### config.mk
export PLATFORM = sky130hd
export DESIGN_NAME = muldiv_seq
export DESIGN_NICKNAME = d
export VERILOG_FILES = /design/src/rtl/muldiv_seq.sv
export SDC_FILE = /design/constraint.sdc
export NUM_CORES = 1
export LEC_CHECK = 0
export CORE_MARGIN = 2
export CORE_UTILIZATION = 41
export DETAILED_ROUTE_END_ITERATION = 12
export PLACE_DENSITY = 0.74
export SLEW_MARGIN = 20
export SYNTH_ARGS = -nofsm -noshare
export SYNTH_HDL_FRONTEND = slang
export SYNTH_SLANG_ARGS = --single-unit
### constraint.sdc
create_clock -name clk -period 3.1 [get_ports clk]
set_input_delay 0.465 -clock clk [delete_from_list [all_inputs] [get_ports clk]]
set_output_delay 0.465 -clock clk [all_outputs]
set_load 0.01 [all_outputs]
### src/rtl/muldiv_seq.sv
// muldiv_seq: multi-cycle unsigned multiply / restoring divide sequencer.
// Produces a WIDTH x WIDTH product or a WIDTH / WIDTH quotient and remainder
// in hi/lo. It has no adder of its own. Every iteration borrows the shared
// ripple ALU through the alu_* control/operand ports, one ALU pass per bit.
module muldiv_seq #(
  parameter int WIDTH = 32
) (
  input  logic             clk,
  input  logic             rst,
  input  logic             start,
  input  logic             is_div,
  input  logic [WIDTH-1:0] src_a,
  input  logic [WIDTH-1:0] src_b,
  output logic             busy,
  output logic             done,
  output logic [WIDTH-1:0] hi,
  output logic [WIDTH-1:0] lo,
  output logic             div_by_zero,
  output logic [WIDTH-1:0] alu_a,
  output logic [WIDTH-1:0] alu_b,
  output logic             alu_ainvert,
  output logic             alu_bnegate,
  output logic             alu_cin,
  output logic [1:0]       alu_op,
  input  logic [WIDTH-1:0] alu_result,
  input  logic             alu_cout
);

  localparam int CNT_W = $clog2(WIDTH) + 1;
  localparam logic [1:0] ALU_ADD = 2'd2;

  typedef enum logic [1:0] {
    IDLE = 2'd0,
    CALC = 2'd1,
    DONE = 2'd2
  } state_t;

  state_t           state;
  logic [CNT_W-1:0] cnt;
  logic             op_div;
  logic [WIDTH-1:0] operand;

  // Restoring-divide view of the partial remainder: hi:lo shifted left by one,
  // split into the bit that falls off the top and the WIDTH-bit remainder.
  logic             div_msb;
  logic [WIDTH-1:0] div_rem;
  logic             div_ok;

  assign div_msb = hi[WIDTH-1];
  assign div_rem = {hi[WIDTH-2:0], lo[WIDTH-1]};
  // With msb set the true remainder is at least 2^WIDTH, so it always
  // covers the divisor even when the ALU reports no carry.
  assign div_ok  = alu_cout | div_msb;

  assign busy = (state == CALC);
  assign done = (state == DONE);

  // Drive the shared ALU only while iterating; outside CALC it sees all zeros.
  always_comb begin
    alu_a       = '0;
    alu_b       = '0;
    alu_ainvert = 1'b0;
    alu_bnegate = 1'b0;
    alu_cin     = 1'b0;
    alu_op      = 2'd0;
    if (state == CALC) begin
      alu_op = ALU_ADD;
      if (op_div) begin
        alu_a       = div_rem;
        alu_b       = operand;
        alu_bnegate = 1'b1;
        alu_cin     = 1'b1;
      end else begin
        alu_a = hi;
        alu_b = lo[0] ? operand : '0;
      end
    end
  end

  // Sequencer: accepts a start in IDLE or DONE, runs WIDTH iterations in CALC,
  // then shows DONE for one cycle. Divide by zero skips straight to DONE.
  always_ff @(posedge clk or posedge rst) begin
    if (rst) begin
      state       <= IDLE;
      cnt         <= '0;
      op_div      <= 1'b0;
      operand     <= '0;
      hi          <= '0;
      lo          <= '0;
      div_by_zero <= 1'b0;
    end else begin
      case (state)
        IDLE, DONE: begin
          if (start) begin
            cnt         <= '0;
            op_div      <= is_div;
            div_by_zero <= 1'b0;
            if (is_div && (src_b == '0)) begin
              operand     <= src_b;
              hi          <= src_a;
              lo          <= '1;
              div_by_zero <= 1'b1;
              state       <= DONE;
            end else if (is_div) begin
              operand <= src_b;
              hi      <= '0;
              lo      <= src_a;
              state   <= CALC;
            end else begin
              operand <= src_a;
              hi      <= '0;
              lo      <= src_b;
              state   <= CALC;
            end
          end else begin
            state <= IDLE;
          end
        end
        CALC: begin
          if (op_div) begin
            hi <= div_ok ? alu_result : div_rem;
            lo <= {lo[WIDTH-2:0], div_ok};
          end else begin
            {hi, lo} <= {alu_cout, alu_result, lo[WIDTH-1:1]};
          end
          cnt <= cnt + 1'b1;
          if (cnt == CNT_W'(WIDTH - 1)) begin
            state <= DONE;
          end
        end
        default: begin
          state <= IDLE;
        end
      endcase
    end
  end

endmodule

# Word level (Yosys, flattened, before mapping)
# Cells that the tools add are included.
# op_classes
add_sub_neg	1
n_mul	0
n_div	0
n_lt_le_gt_ge	0
n_eq_ne	5
shifts	0
mux	27
bitwise_logic	1
n_reduce_logical	7
# ops
operator	n
$mux W32	15
$pmux W32 S2	2
$logic_not A32 Y1	1
$pmux W6 S2	1
$mux W2	4
$add A6 B1 Y6 const B	1
$eq A6 B5 Y1 const B	1
$mux W6	1
$pmux W2 S2	1
$reduce_and A2 Y1	2
$mux W1	3
$eq A2 B1 Y1 const B	1
$eq A2 B2 Y1 const B	1
$logic_not A2 Y1	1
$ne A2 B1 Y1 const B	1
$ne A2 B2 Y1 const B	1
$reduce_bool A2 Y1	1
$reduce_or A2 Y1	1
$logic_and A1 B1 Y1	1
$or A1 B1 Y1	1
# totals
register_bits	106
latchBits	0
ramBits	0
romBits	0
in_bits	101
output_inout_bits	136
wordCells	48
mem_count	0

# Depth between registers and ports, before layout
# Gate-level depths: netlist of the first run.
# depth
word_depth	5
depth_mapped	7
ltp_nobuf	5

# Least setup slack after synthesis of the first run
# OpenSTA, ideal clock, no wires.
# synth_timing
kind	flip-flop to output port
from	register op_div
to	output alu_cin
t_arrival_ns	1.465
t_required_ns	2.635
setup_slack_ns	1.170
path_stages_with_launch	7
n_path_buf	5
cell_sequence	dfrtp_1 -> clkbuf_1 -> buf_2 -> buf_2 -> buf_2 -> and2_1 -> buf_4
# synth_between
elab_chain_cells	2
# synth_lines
element	line	source
from (decl)	40	logic op_div;
from (signal assigned)	96	op_div <= is_div;
$mux W1 (2 in a row)	--	
to (decl)	23	output logic alu_cin,
# No other way between the ends.

# Final worst setup path of the first run
# layout_timing
from	register state[1]
to	output alu_cin
# layout_between
elab_chain_cells	2
# layout_lines
element	line	source
from (decl)	38	state_t state;
from (signal assigned)	84	state <= IDLE;
from (signal assigned)	103	state <= DONE;
from (signal assigned)	108	state <= CALC;
$eq A2 B1 Y1	66	if (state == CALC) begin
$mux W1	66	
# No other way between the ends.

==> flow_summary_export.csv, run 1 <==
group,metric,value,unit
cts,clockBufferDepth,2,
global_routing,grt_max_degree,85,
synth,synthArstFlopShare,1.00,
cts,cts_setup_buffers,0,
cts,clkLatencyLatePin,360,ps
cts,cts-buffers-inserted,9,
synth,synth-simple-area-share,0.104,
timing,slew_viol_final,0,
drt,wl_per_cell,19.8,um
synth,synth.cell_area,6560,um2
timing,setup_viol,0,
timing,hold_viol,0,
drt,drtAntennaViolNets,0,
cts,cts_resized,0,
min_path,whs_path_depth,2,
worst_setup_path,cp_data_arrival_time,2380,ps
global_routing,grt_antenna_before_repair,0,
synth,netlist_instances,676,
drt,via_per_inst,5.54,
cts,root_buffer,"clkbuf_16",
worst_setup_path,crit_type,"reg2out",
synth,synth_fa_ha_area_frac,0.00191,
drt,drc,0,
finish,antenna_cells,0,
worst_setup_path,cp-start-kind,"register",
die,ioPinCount,237,
cts,path_clk_slew,70,ps
timing,worst_pin_slew,909,ps
finish,drive_gt1_frac,0.0886,
cts,clock_sinks,106,
drt,totalWireLength,21700,um
die,chipWidth,130,um
place,dp_hpwl,15200,um
global_routing,grt_pass1_vias,6004,
synth,synth_seq_cells,106,
finish,synthToLayoutAreaGrowth,43.5,%
die,die_height,130,um
synth,synth_compound_area_frac,0.189,
synth,synth_flop_cell,"dfrtp_1",
timing,setup-tns-final,0,ps
synth,synth_edf_count,0,
power_and_ir_drop,power.total,7740,uW
synth,ys_seq_area_frac,0.405,
worst_setup_path,endpoint_kind,"output pin",
global_routing,grt_use_total,0.251,
die,initial_core_util,0.416,
place,portBuffers,234,
worst_setup_path,path_max_fanout,21,
power_and_ir_drop,p_per_area,822,nW/um2
power_and_ir_drop,leakage,0.00390,uW
die,die_area,17000,um2
timing,grt_setup_unrepaired,"false",
run,maxCapViolCount,0,
timing,period_needed,2850,ps
drt,via_count,6075,
global_routing,overflow,0,
timing,fmaxAchievable,351,MHz
synth,synth_area_per_cell,9.70,um2
min_path,hold_class,"reg2reg",
timing,finalClockSkew,9.40,ps
status,status,"completed",
drt,first_iter_violations,342,
worst_setup_path,critPathRequiredTime,2630,ps
synth,synthDistinctLibCells,42,
drt,drtPass1Iterations,4,
cts,cts_tree,"yes",
power_and_ir_drop,ir_drop,0.434,mV
cts,ctsHoldBuffers,0,
synth,yosys.area.top_type_share,0.405,
synth,synth_top_family_by_area,"multiplexers",
synth,synth_top_area_cell,"dfrtp_1",
die,coreArea,15800,um2
global_routing,grt_first_pass_wirelength,33100,um
worst_setup_path,r2r_cells,6,
synth,synthXorXnorAreaFrac,0,
timing,post-route-period-util,0.918,
synth,yosys_warnings,0,
synth,synthMuxAreaShare,0.247,
finish,num-nets-final,977,
cts,htree_levels,3,
synth,synth.area.top_cells,"dfrtp_1 40%, mux2i_1 19%, mux2_2 5.3%",
timing,max_slew_margin,0.393,
place,gp_congestion,0.794,
die,rows,46,
per-layer routing:
layer | wire [um] | part of all wire | GRT usage | vias to the layer above
li1 | - | - | - | 2885
met1 | 9420 | 0.43 | 0.328 | 2968
met2 | 10600 | 0.49 | 0.426 | 198
met3 | 1310 | 0.060 | 0.0619 | 24
met4 | 342 | 0.016 | 0.0563 | 0
met5 | 0 | 0 | 0 | -
power breakdown:
part	leakage [uW]	internal, uW	switching (uW)	total (uW)
Clock	0.000167	815	538	1350
Sequential	0.00125	1880	538	2420
Combinational	0.00248	2240	1720	3970
Total	0.00390	4940	2800	7740
critical path, cell delays in order (launching register included):
cell	delay (ps)
dfrtp_1	370
nand2b_2	410
inv_1	460
and2_1	240
clkdlybuf4s50_1	550
cell type report:
cell class,instances,area (um2)
Tap cell,216,270
Clock buffer,12,246
Fill cell,1442,6360
Clock inverter,4,98.8
Multi-Input combinational cell,503,3600
Timing Repair Buffer,252,2520
Inverter,3,15.0
Sequential cell,106,2660
stage by stage:
| stage | std cells | hold slack (ps) | setup WS, ps | utilization | instance area [um2] |
|---|---|---|---|---|---|
| finish | 1096 | 473 | 253 | 0.597 | 9410 |
| global route | 1096 | 506 | 164 | 0.597 | 9410 |
| CTS | 1096 | 479 | 248 | 0.597 | 9410 |
| detailed placement | 1080 | 462 | 414 | 0.575 | 9070 |
| global placement | 1080 | 453 | 462 | 0.575 | 9070 |
| floorplan | 677 | 442 | 1170 | - | 6570 |
flip-flops by register name (all words and copies together) (netlist names):
name	count
cnt	6
hi	32
operand	32
state	2
div_by_zero	1
lo	32
op_div	1
final timing paths:
| kind | from | end | slack [ps] |
|---|---|---|---|
| max | state[1]$_DFFE_PP0P_ | alu_cin | 250 |
| min | operand[14]$_DFFE_PP0P_ | operand[14]$_DFFE_PP0P_ | 470 |
| max reg2reg | state[0]$_DFFE_PP0P_ | cnt[2]$_DFFE_PP0P_ | 510 |
| min reg2reg | operand[14]$_DFFE_PP0P_ | operand[14]$_DFFE_PP0P_ | 470 |
| max in group asynchronous | rst | op_div$_DFFE_PP0P_ | 2090 |
| min in group asynchronous | rst | operand[6]$_DFFE_PP0P_ | 550 |
cell families (layout without fill, tap and decap cells):
| group | after synthesis | count (layout) |
|---|---|---|
| fa+ha+maj | 1 | 1 |
| other cells | 1 | 2 |
| buf+inv | 68 | 271 |
| flops | 106 | 106 |
| simple gates | 138 | 138 |
| mux | 158 | 158 |
| compound gates | 204 | 204 |
placed cells by master (no fill, tap or decap), types with 9 or more instances in the layout:
master,instances
mux2_2,31
dfrtp_1,105
nor2_1,35
buf_4,15
mux2i_1,127
clkbuf_16,9
o21ai_0,63
and2_1,33
nand2_1,42
a21oi_1,64
a221o_1,29
o22ai_1,31
clkdlybuf4s50_1,233
synthesized netlist by cell type (2+ instances only):
master,n
o21ai_0,63
a21oi_1,64
buf_12,3
mux2i_1,127
nand4_1,3
clkbuf_1,37
buf_4,4
buf_1,4
a221o_2,2
o22ai_1,31
nand3_1,2
nor3_1,2
nor2_1,38
buf_2,16
and4_1,2
nor4_1,5
a221o_1,29
o21ai_1,8
nand2_1,42
mux2_2,31
nand2b_1,3
and2_1,33
dfrtp_1,106
inv_1,3
Note: power is estimated with default switching activity, not from simulation.
==> inputs of run 2 (changes only) <==
SKIP_LAST_GASP = 1   (was not set)
==> results of run 2 <==
No change in the layout: final DEF, timing and power equal those of run 1.
==> inputs of run 3 (changes only) <==
==> constraint.sdc (replaced) <==
create_clock -name clk -period 3.1 [get_ports clk]
set_input_delay 0.465 -clock clk [delete_from_list [all_inputs] [get_ports clk]]
set_output_delay 0.465 -clock clk [all_outputs]
set_load 0.05 [all_outputs]
==> run 3 against run 2 <==
Effect of this change:
- via count rose by 0.51%
- utilization is 2.3 points higher
- die area unchanged
- worst hold slack got worse by 1.6 ps
- clock power decreased by 5%
- sequential power is essentially flat
- sequential cell count is the same
- fmax increased by 3.2%
- critical path type unchanged
- critical endpoint is now alu_a[8]
- highest routed layer unchanged
==> flow_summary_export.csv, run 3 (synthesis results as in run 1) <==
group,metric,value,unit
min_path,hp-start,"operand[10]$_DFFE_PP0P_",
drt,wl_per_cell,19.7,um
cts,htree_levels,3,
finish,num-nets-final,979,
global_routing,grt_pass1_vias,5911,
timing,setup-tns-final,0,ps
place,place_area,9450,um2
run,maxCapViolCount,0,
place,place_inst,1082,
power_and_ir_drop,leakage,0.00410,uW
drt,via_per_inst,5.56,
cts,path_clk_slew,70,ps
cts,ctsHoldBuffers,0,
worst_setup_path,r2r_cells,6,
worst_setup_path,path_depth,4,
worst_setup_path,cp-start-kind,"register",
worst_setup_path,path_max_fanout,31,
min_path,hold-path-endpoint,"operand[10]$_DFFE_PP0P_",
global_routing,overflow,0,
worst_setup_path,critPathRequiredTime,2630,ps
drt,drtPass1Iterations,4,
global_routing,grt_use_met3,0.0501,
cts,root_buffer,"clkbuf_16",
finish,regArea,2660,um2
global_routing,use_met1,0.345,
global_routing,grt_antenna_before_repair,0,
place,portBuffers,234,
die,coreArea,15800,um2
finish,drive_gt1_frac,0.142,
finish,fin_util,0.620,
die,initial_core_util,0.416,
global_routing,grt_use_total,0.254,
finish,antenna_cells,0,
worst_setup_path,path_cells,"buf_12 > mux2i_1 > nor2_1 > clkdlybuf4s50_1",
power_and_ir_drop,switchingPower,5050,uW
timing,fin_ws,343,ps
cts,clockBufferDepth,2,
worst_setup_path,r2r_slack,940,ps
power_and_ir_drop,p_clk_frac,0.125,
global_routing,grt_use_met2,0.416,
timing,max_slew_margin,0.252,
drt,drc,0,
drt,drtAntennaViolNets,0,
place,dp_hpwl,15300,um
min_path,hold_class,"reg2reg",
die,rows,46,
global_routing,grt.busiest_layer,"met2",
worst_setup_path,endpoint_kind,"output pin",
drt,via_count,6106,
power_and_ir_drop,p_per_area,1050,nW/um2
min_path,whs_path_depth,2,
timing,grt_setup_unrepaired,"false",
timing,post-route-period-util,0.889,
worst_setup_path,cp_data_arrival_time,2290,ps
worst_setup_path,slowest_delay,820,ps
place,preCtsSetupSlack,404,ps
finish,final_cell_mix,"190 x clkdlybuf4s50_1, 127 x mux2i_1, 105 x dfrtp_1",
power_and_ir_drop,ir_drop,0.664,mV
cts,clock_sinks,106,
global_routing,grt_first_pass_wirelength,33400,um
finish,reg.largest.list,"hi (32), lo (32), operand (32)",
die,chipWidth,130,um
power_and_ir_drop,swShare,0.494,
cts,cts_resized,0,
die,die_height,130,um
worst_setup_path,cp_num_buf_inv,2,
power_and_ir_drop,pwr-share-seq,0.239,
finish,final_cell_area,9780,um2
worst_setup_path,crit_type,"reg2out",
timing,slew_viol_final,0,
worst_setup_path,r2r-end,"cnt[2]$_DFFE_PP0P_",
power_and_ir_drop,combPwrFrac,0.636,
timing,worst_pin_slew,1120,ps
cts,clkLatencyLatePin,360,ps
finish,finalNonFillerCells,1098,
finish,multiInputGateArea,3600,um2
cts,cts_setup_buffers,0,
timing,period_needed,2760,ps
die,ioPinCount,237,
drt,totalWireLength,21700,um
finish,num-fill-cells,1380,
finish,synthToLayoutAreaGrowth,49.1,%
timing,fmaxAchievable,363,MHz
timing,finalClockSkew,9.02,ps
global_routing,grt_max_degree,71,
worst_setup_path,r2r_start,"state[0]$_DFFE_PP0P_",
die,die_area,17000,um2
cts,cts_tree,"yes",
worst_setup_path,critical-path-top-delay-family,"buffers and inverters",
power_and_ir_drop,p_int,5180,uW
drt,first_iter_violations,359,
finish,mostFrequentLayoutCell,"clkdlybuf4s50_1",
timing,setup_viol,0,
worst_setup_path,critPathSlowestCell,"clkdlybuf4s50_1",
place,gp_congestion,0.811,
timing,hold_viol,0,
status,status,"completed",
cts,cts-buffers-inserted,9,
## run 3: power groups by stage
stage	registers, uW	clock network [uW]	logic, uW
global route	2530	1360	6850
CTS	2440	1290	6540
global placement	2440	0	6450
floorplan	3470	0	2990
detailed placement	2460	0	6520
finish	2450	1280	6510
## run 3: how the worst max path moves through the flow
stage | from | to | slack [ps]
after floorplan | state[1]$_DFFE_PP0P_ | alu_cin | 430
final | op_div$_DFFE_PP0P_ | alu_a[8] | 340
after CTS | op_div$_DFFE_PP0P_ | alu_a[8] | 320
after detailed placement | src_b[14] | lo[24]$_DFFE_PP0P_ | 400
after global routing | op_div$_DFFE_PP0P_ | alu_a[8] | 240
after global placement | src_b[13] | lo[23]$_DFFE_PP0P_ | 430
## run 3: layer usage
metal	share of wire	routed length (um)
met2	0.49	10600
met3	0.068	1470
met5	0	0
met1	0.43	9220
met4	0.017	368
## run 3: area by class of cell
class	count	share of cell area
Sequential cell	106	0.272
Clock buffer	10	0.0244
Timing Repair Buffer	254	0.297
Tap cell	216	0.0276
Inverter	3	0.00154
Clock inverter	6	0.00921
Multi-Input combinational cell	503	0.368
## run 3: worst reg2reg max path: stages (launching register included)
cell and delay [ps]:
dfrtp_1 410, nand2b_2 80, buf_4 360, inv_1 170, nor2_4 760, o21ai_0 190
o21ai_0 110
## run 3: stage by stage
stage / hold WS [ps] / power, uW
after floorplan: 442 / 6460
after global placement: 452 / 8890
after detailed placement: 462 / 8980
after CTS: 478 / 10300
after global routing: 504 / 10700
final: 472 / 10200
==> edit 1: new RTL, settings of run 2 <==
Reset style: synchronous (`rst`), changed in one clocked block.
--- a/src/rtl/muldiv_seq.sv
+++ b/src/rtl/muldiv_seq.sv
@@ -79,7 +79,7 @@
 
   // Sequencer: accepts a start in IDLE or DONE, runs WIDTH iterations in CALC,
   // then shows DONE for one cycle. Divide by zero skips straight to DONE.
-  always_ff @(posedge clk or posedge rst) begin
+  always_ff @(posedge clk) begin
     if (rst) begin
       state       <= IDLE;
       cnt         <= '0;
Formal check against the unedited RTL: differs if rst is asserted again (counterexample within 4 cycles, from zero or initial values and one cycle with rst high); with rst held inactive, the same outputs for 4 cycles.
==> edit 1 against run 2 <==
Final area is 1.6% lower; clock skew decreased by 0.0037 ns; global-route usage rose by 0.98 points; area after synthesis decreased by 0.63%; sequential cell count stayed put; first-iteration DRC count grew 58%; worst setup slack improved by 0.010 ns; wire length increased by 4.0%; count of clock-buffer cells in the layout grew 2; sequential share of layout area fell by 5.3 points; critical endpoint is now alu_b[27]; core utilization decreased by 0.77 points.
Power is not compared: it rests on default switching activity, and its combinational part moved more than twofold at a synthesized area within 25%.
==> edit 1: results (changes against run 2) <==
Worst hold path
  • HP Class: input port to register

Synthesis
  • Synth async-reset ratio: 0% (-100 points)
  • Most instantiated cells after synthesis: 106 x dfxtp_1, 105 x nor2_1, 64 x mux2i_1
  • Synth cell types: 49 (+17%)
  • Post-synthesis sequential area ratio: 32.57% (-7.9 points)
  • Largest cells by area after synthesis: dfxtp_1 33%, mux2_2 11%, mux2i_1 9.8%
  • Avg Cell Area, Syn: 9.217 µm² (-5.0%)
  • Main flop type after synthesis: dfxtp_1
  • Synth warnings: 0 (unchanged)

Global route
  • First-pass GRT wire length: 34.48 mm (+4.0%)
  • GRT Total Usage: 26.09% (+0.98 points)
  • Largest net degree at the start of global routing: 72 (-15%)
  • Initial antenna violation count: 0 (unchanged)
  • Vias in the first global route: 6227 (+3.7%)

Layout
  • Largest regs: hi x32, lo x32, operand x32
  • Final net count: 1006 (+3.0%)
  • Fill count: 1412 (-2.1%)
  • Layout cells sized above 1: 15.84% (+7.0 points)
  • Antenna cells: 0 (unchanged)

Drt
  • Vias per cell: 5.803 (+4.7%)
  • Final wirelength: 22.57 mm (+4.0%)
  • DRT iter0 DRCs: 542 (+58%)
  • DR WL/cell: 20.06 µm (+1.3%)
  • Router iterations before antenna repair: 6 (+2)

Power
  • Peak supply drop: approximately 0.00026 V
  • Static leakage power: approximately 3.4 nW

CTS
  • Clock root buffer: clkbuf_16
  • Number of H-tree levels: 3 (unchanged)
  • Total CTS buffers: 9 (unchanged)
  • Post-CTS sizing: 0 (unchanged)
  • Clock transition at path regs: 0.07 ns (about the same)
  • Postcts setup bufs: 0 (unchanged)
  • CTS max path bufs: 2 (unchanged)
  • Worst skew pair latency: 0.36 ns (about the same)

Timing
  • Worst rel slew slack: 37.12% (-2.1 points)
  • Clock Skews: 0.005745 ns (-0.003659 ns)

Placed design
  • DP HPWL: 16.06 mm (+5.6%)
  • Port Buffer Count: 234 (unchanged)
  • Cell total after placement: 1109 (+2.7%)
  • RD Place Congestion: 0.8836 (+11%)

Setup path
  • Worst Path Arrival: roughly 2.4 ns
  • CP Max Fanout: 22 (+4.8%)

Outcome
  • Status: completed
[edit 1: cell count changes in the layout (fill, tap and decap cells not counted), moves of 50 or more]
cell / change
dfxtp_1: +105
o21ai_0: -50
nor2_1: +67
mux2i_1: -63
dfrtp_1: -105
a21oi_1: -57
[edit 1: kinds of logic (layout without fill, tap and decap cells)]
kind of cell	after synthesis	after routing	share of synthesized area (%)
compound gates	190	190	25.58
fa+ha+maj	1	1	0.1920
buf+inv	105	306	7.872
flops	106	106	32.57
mux	127	127	20.72
other cells	1	2	0.05755
simple gates	177	177	13.02
[edit 1: path summary, 6_finish.rpt]
path / start / end / slack [ns] / cells past startpoint
worst max-delay path: state[0] / alu_b[27] / 0.26 / 5
worst max register to register: state[0] / hi[25] / 0.65 / 6
worst min register to register: operand[12] / operand[12] / 0.49 / 2
worst min-delay path: is_div / op_div / 0.44 / 3
[edit 1: metal layers]
layer	up-vias	wire length (µm)	GRT usage [%]
met5	-	0	0
met4	0	427	7.337
met3	34	1780	5.740
met2	300	10750	43.18
met1	3128	9612	34.36
li1	3066	-	-
[edit 1: report_power, final]
| group | internal, mW | switching (mW) | total [mW] |
|---|---|---|---|
| clock | 0.610 | 0.525 | 1.14 |
| combinational | 0.553 | 0.513 | 1.07 |
| sequential | 1.47 | 0.121 | 1.59 |
[edit 1: area by class of cell]
cell class                      count  area (µm²)  area share (%)
Clock buffer                       14       274.0           2.960
Clock inverter                      2       10.01          0.1081
Multi-Input combinational cell    497        3910           42.24
Timing Repair Buffer              255        2530           27.33
Sequential cell                   106        2126           22.97
Tap cell                          216       270.3           2.920
Inverter                           35       136.4           1.473
[edit 1: worst max-delay path, cell delays in order, from the launching register on]
cell	delay, ns
dfxtp_1	0.54
nand2b_4	0.26
nor2_2	0.20
buf_4	0.26
and2_1	0.18
clkdlybuf4s50_1	0.55
[edit 1: stage by stage]
stage / util [%] / worst slack (ns) / hold slack (ns) / instance area, µm² / total power [mW]
6_report: 58.91 / 0.2633 / 0.4431 / 9256 / 3.794
4_1_cts: 58.91 / 0.2509 / 0.4342 / 9256 / 3.818
2_1_floorplan: - / 1.345 / 0.4730 / 6520 / 2.185
5_1_grt: 58.91 / 0.1376 / 0.4568 / 9256 / 3.954
3_3_place_gp: 57.10 / 0.2447 / 0.4762 / 8972 / 2.670
3_5_place_dp: 57.10 / 0.1919 / 0.4750 / 8972 / 2.681
==> edit 2: new RTL, flow settings as in run 2 <==
Without the edit above. Change the parameter `WIDTH` from 32 to 64.
--- a/src/rtl/muldiv_seq.sv
+++ b/src/rtl/muldiv_seq.sv
@@ -3,7 +3,7 @@
 // in hi/lo. It has no adder of its own. Every iteration borrows the shared
 // ripple ALU through the alu_* control/operand ports, one ALU pass per bit.
 module muldiv_seq #(
-  parameter int WIDTH = 32
+  parameter int WIDTH = 64
 ) (
   input  logic             clk,
   input  logic             rst,
Interface: changed (7 resized); port bits go from 237 to 461. No check against the original RTL was run, so the function may have changed too.
==> edit 2 against run 2 <==
Total power grew to 2.9 times the old value; area after synthesis is 120% higher; critical path type unchanged; wire length grew to 2.6 times the old value; count of clock-buffer cells in the layout is 22 higher; worst setup slack worse by 0.056 ns; sequential cell count is 97 higher; die area is 120% higher; final area is 110% higher; clock power is 130% higher.
==> edit 2: results (changes against run 2) <==
Global route
  • Largest net degree at the start of global routing: 200 (+140%)
  • Vias in the first global route: 14410 (+140%)
  • GRT Total Usage: 29.50% (+4.4 points)
  • First-pass GRT wire length: 86.08 mm (+160%)
  • Initial antenna violation count: 9 (+9)

Setup path
  • CP max stage delay: 0.59 ns (+0.04 ns)
  • CP Max Fanout: 36 (+71%)
  • Slowest cell on crit path: clkdlybuf4s50_1
  • Worst reg2reg setup slack: 0.80 ns (+0.29 ns)
  • R2r endpoint: hi[31]
  • Worst Path Arrival: 2.44 ns (+0.06 ns)
  • Reg-to-Reg Start: state[0]
  • Top delay family on crit path: buffers and inverters
  • R2R depth: 7 (+1)

Placed design
  • RD Place Congestion: 0.9081 (+14%)
  • Setup WS pre-CTS: 0.03536 ns (-0.3783 ns)
  • Post-DP Area: 19350 µm² (+110%)
  • DP HPWL: 38.57 mm (+150%)
  • Port Buffer Count: 458 (+96%)

Layout
  • Layout cells sized above 1: 12.03% (+3.2 points)
  • Final net count: 2208 (+130%)
  • Final core occ: 58.43% (-1.2 points)
  • Largest regs: hi x64, lo x64, operand x64
  • Fill count: 3059 (+110%)

CTS
  • Clock root buffer: clkbuf_16
  • Worst skew pair latency: 0.53 ns (+0.17 ns)
  • Total CTS buffers: 25 (+16)
  • CTS max path bufs: 3 (+1)
  • Post-CTS sizing: 0 (unchanged)
  • Clock transition at path regs: 0.06 ns
  • Number of H-tree levels: 1 (-2)
  • Postcts setup bufs: 0 (unchanged)

Drt
  • Post-Route M1 WL: 23.16 mm (+150%)
  • Met3 WL: 4.543 mm (+250%)
  • DR top layer: met5
  • Final wirelength: 55.98 mm (+160%)
  • Vias per cell: 6.126 (+11%)
  • Router iterations before antenna repair: 5 (+1)
  • DRT iter0 DRCs: 1180 (+250%)
  • Met2 Routed Length: 26.35 mm (+150%)

Timing
  • Worst-Margin Slew: 1.074 ns (+0.1653 ns)
  • Clock Skews: 0.01278 ns (+0.003379 ns)
  • Final hold vios: 0 (unchanged)

Synthesis
  • Main flop type after synthesis: dfrtp_1
  • Synth cell types: 41 (-2.4%)
  • Synth warnings: 0 (unchanged)
  • Post-synthesis sequential area ratio: 35.18% (-5.3 points)
  • Synth async-reset ratio: 100.0% (unchanged)
  • Most instantiated cells after synthesis: 203 x dfrtp_1, 194 x mux2i_1, 174 x o21ai_0
  • Largest cells by area after synthesis: dfrtp_1 35%, mux2i_1 13%, o21ai_0 6.0%
  • EDFF count, synth: 0 (unchanged)

Worst hold path
  • Hold path cells: 3 (+1)
  • Hold endpoint: op_div
  • HP Class: input port to register
  • Hold Startpoint: is_div

Outcome
  • Status: completed

Power
  • Peak supply drop: 0.0007777 V (+79%)
  • Static leakage power: 7.793 nW (+100%)
==> edit 2: per-layer routing <==
| metal | GRT usage, % | vias to the layer above |
|---|---|---|
| li1 | - | 6902 |
| met1 | 39.15 | 7501 |
| met2 | 47.28 | 741 |
| met3 | 5.865 | 117 |
| met4 | 11.57 | 4 |
| met5 | 0 | - |
==> edit 2: cell families (layout without fill, tap and decap cells) <==
group | after synthesis | count (layout) | share of synthesized area (%)
DFF | 203 | 203 | 35.18
other | 1 | 11 | 0.02597
adders and majority gates | 1 | 1 | 0.08663
and+or+nand+nor | 497 | 497 | 17.40
buffers and inverters | 185 | 543 | 5.614
AOI/OAI and AO/OA | 525 | 525 | 23.34
muxes | 257 | 257 | 18.36
==> edit 2: worst reg2reg max path: cells and delay by family, from the launching register on <==
kind	cells	cell delay, ns
compound gates	2	0.37
buf+inv	3	1.13
simple gates	2	0.26
flops	1	0.47
==> edit 2: stage by stage <==
stage	instances	hold WS (ns)	power (mW)
after floorplan	1670	0.4418	12.88
after global placement	2438	0.4552	18.99
after detailed placement	2438	0.4616	19.32
after CTS	2483	0.2480	22.54
after global routing	2490	0.2897	24.13
final	2492	0.2736	22.58
==> edit 2: area by class of cell <==
type / instances / share of cell area, %
diodes: 9 / 0.1113
clock buffers: 34 / 3.556
clock inverters: 11 / 0.6987
inverters: 3 / 0.07420
multi-input cells: 1282 / 42.53
flip-flops and latches: 203 / 25.14
well taps: 455 / 2.814
repair buffers: 495 / 25.07
==> edit 2: worst max path at each step <==
| stage | slack, ns | endpoint | startpoint |
|---|---|---|---|
| 6_report | 0.20 | alu_b[30] | state[0] |
| 5_1_grt | 0.08 | alu_b[39] | state[0] |
| 4_1_cts | 0.18 | alu_b[30] | state[0] |
| 3_5_place_dp | 0.04 | hi[26] | src_b[0] |
| 3_3_place_gp | 0.11 | hi[24] | src_b[31] |
| 2_1_floorplan | 0.005 | cnt[0] | rst |
==> edit 2: power breakdown <==
group / switching [mW] / internal [mW] / total [mW]
logic: 6.83 / 6.87 / 13.7
registers: 1.75 / 4.01 / 5.76
clock network: 1.24 / 1.87 / 3.11
total: 9.82 / 12.8 / 22.6
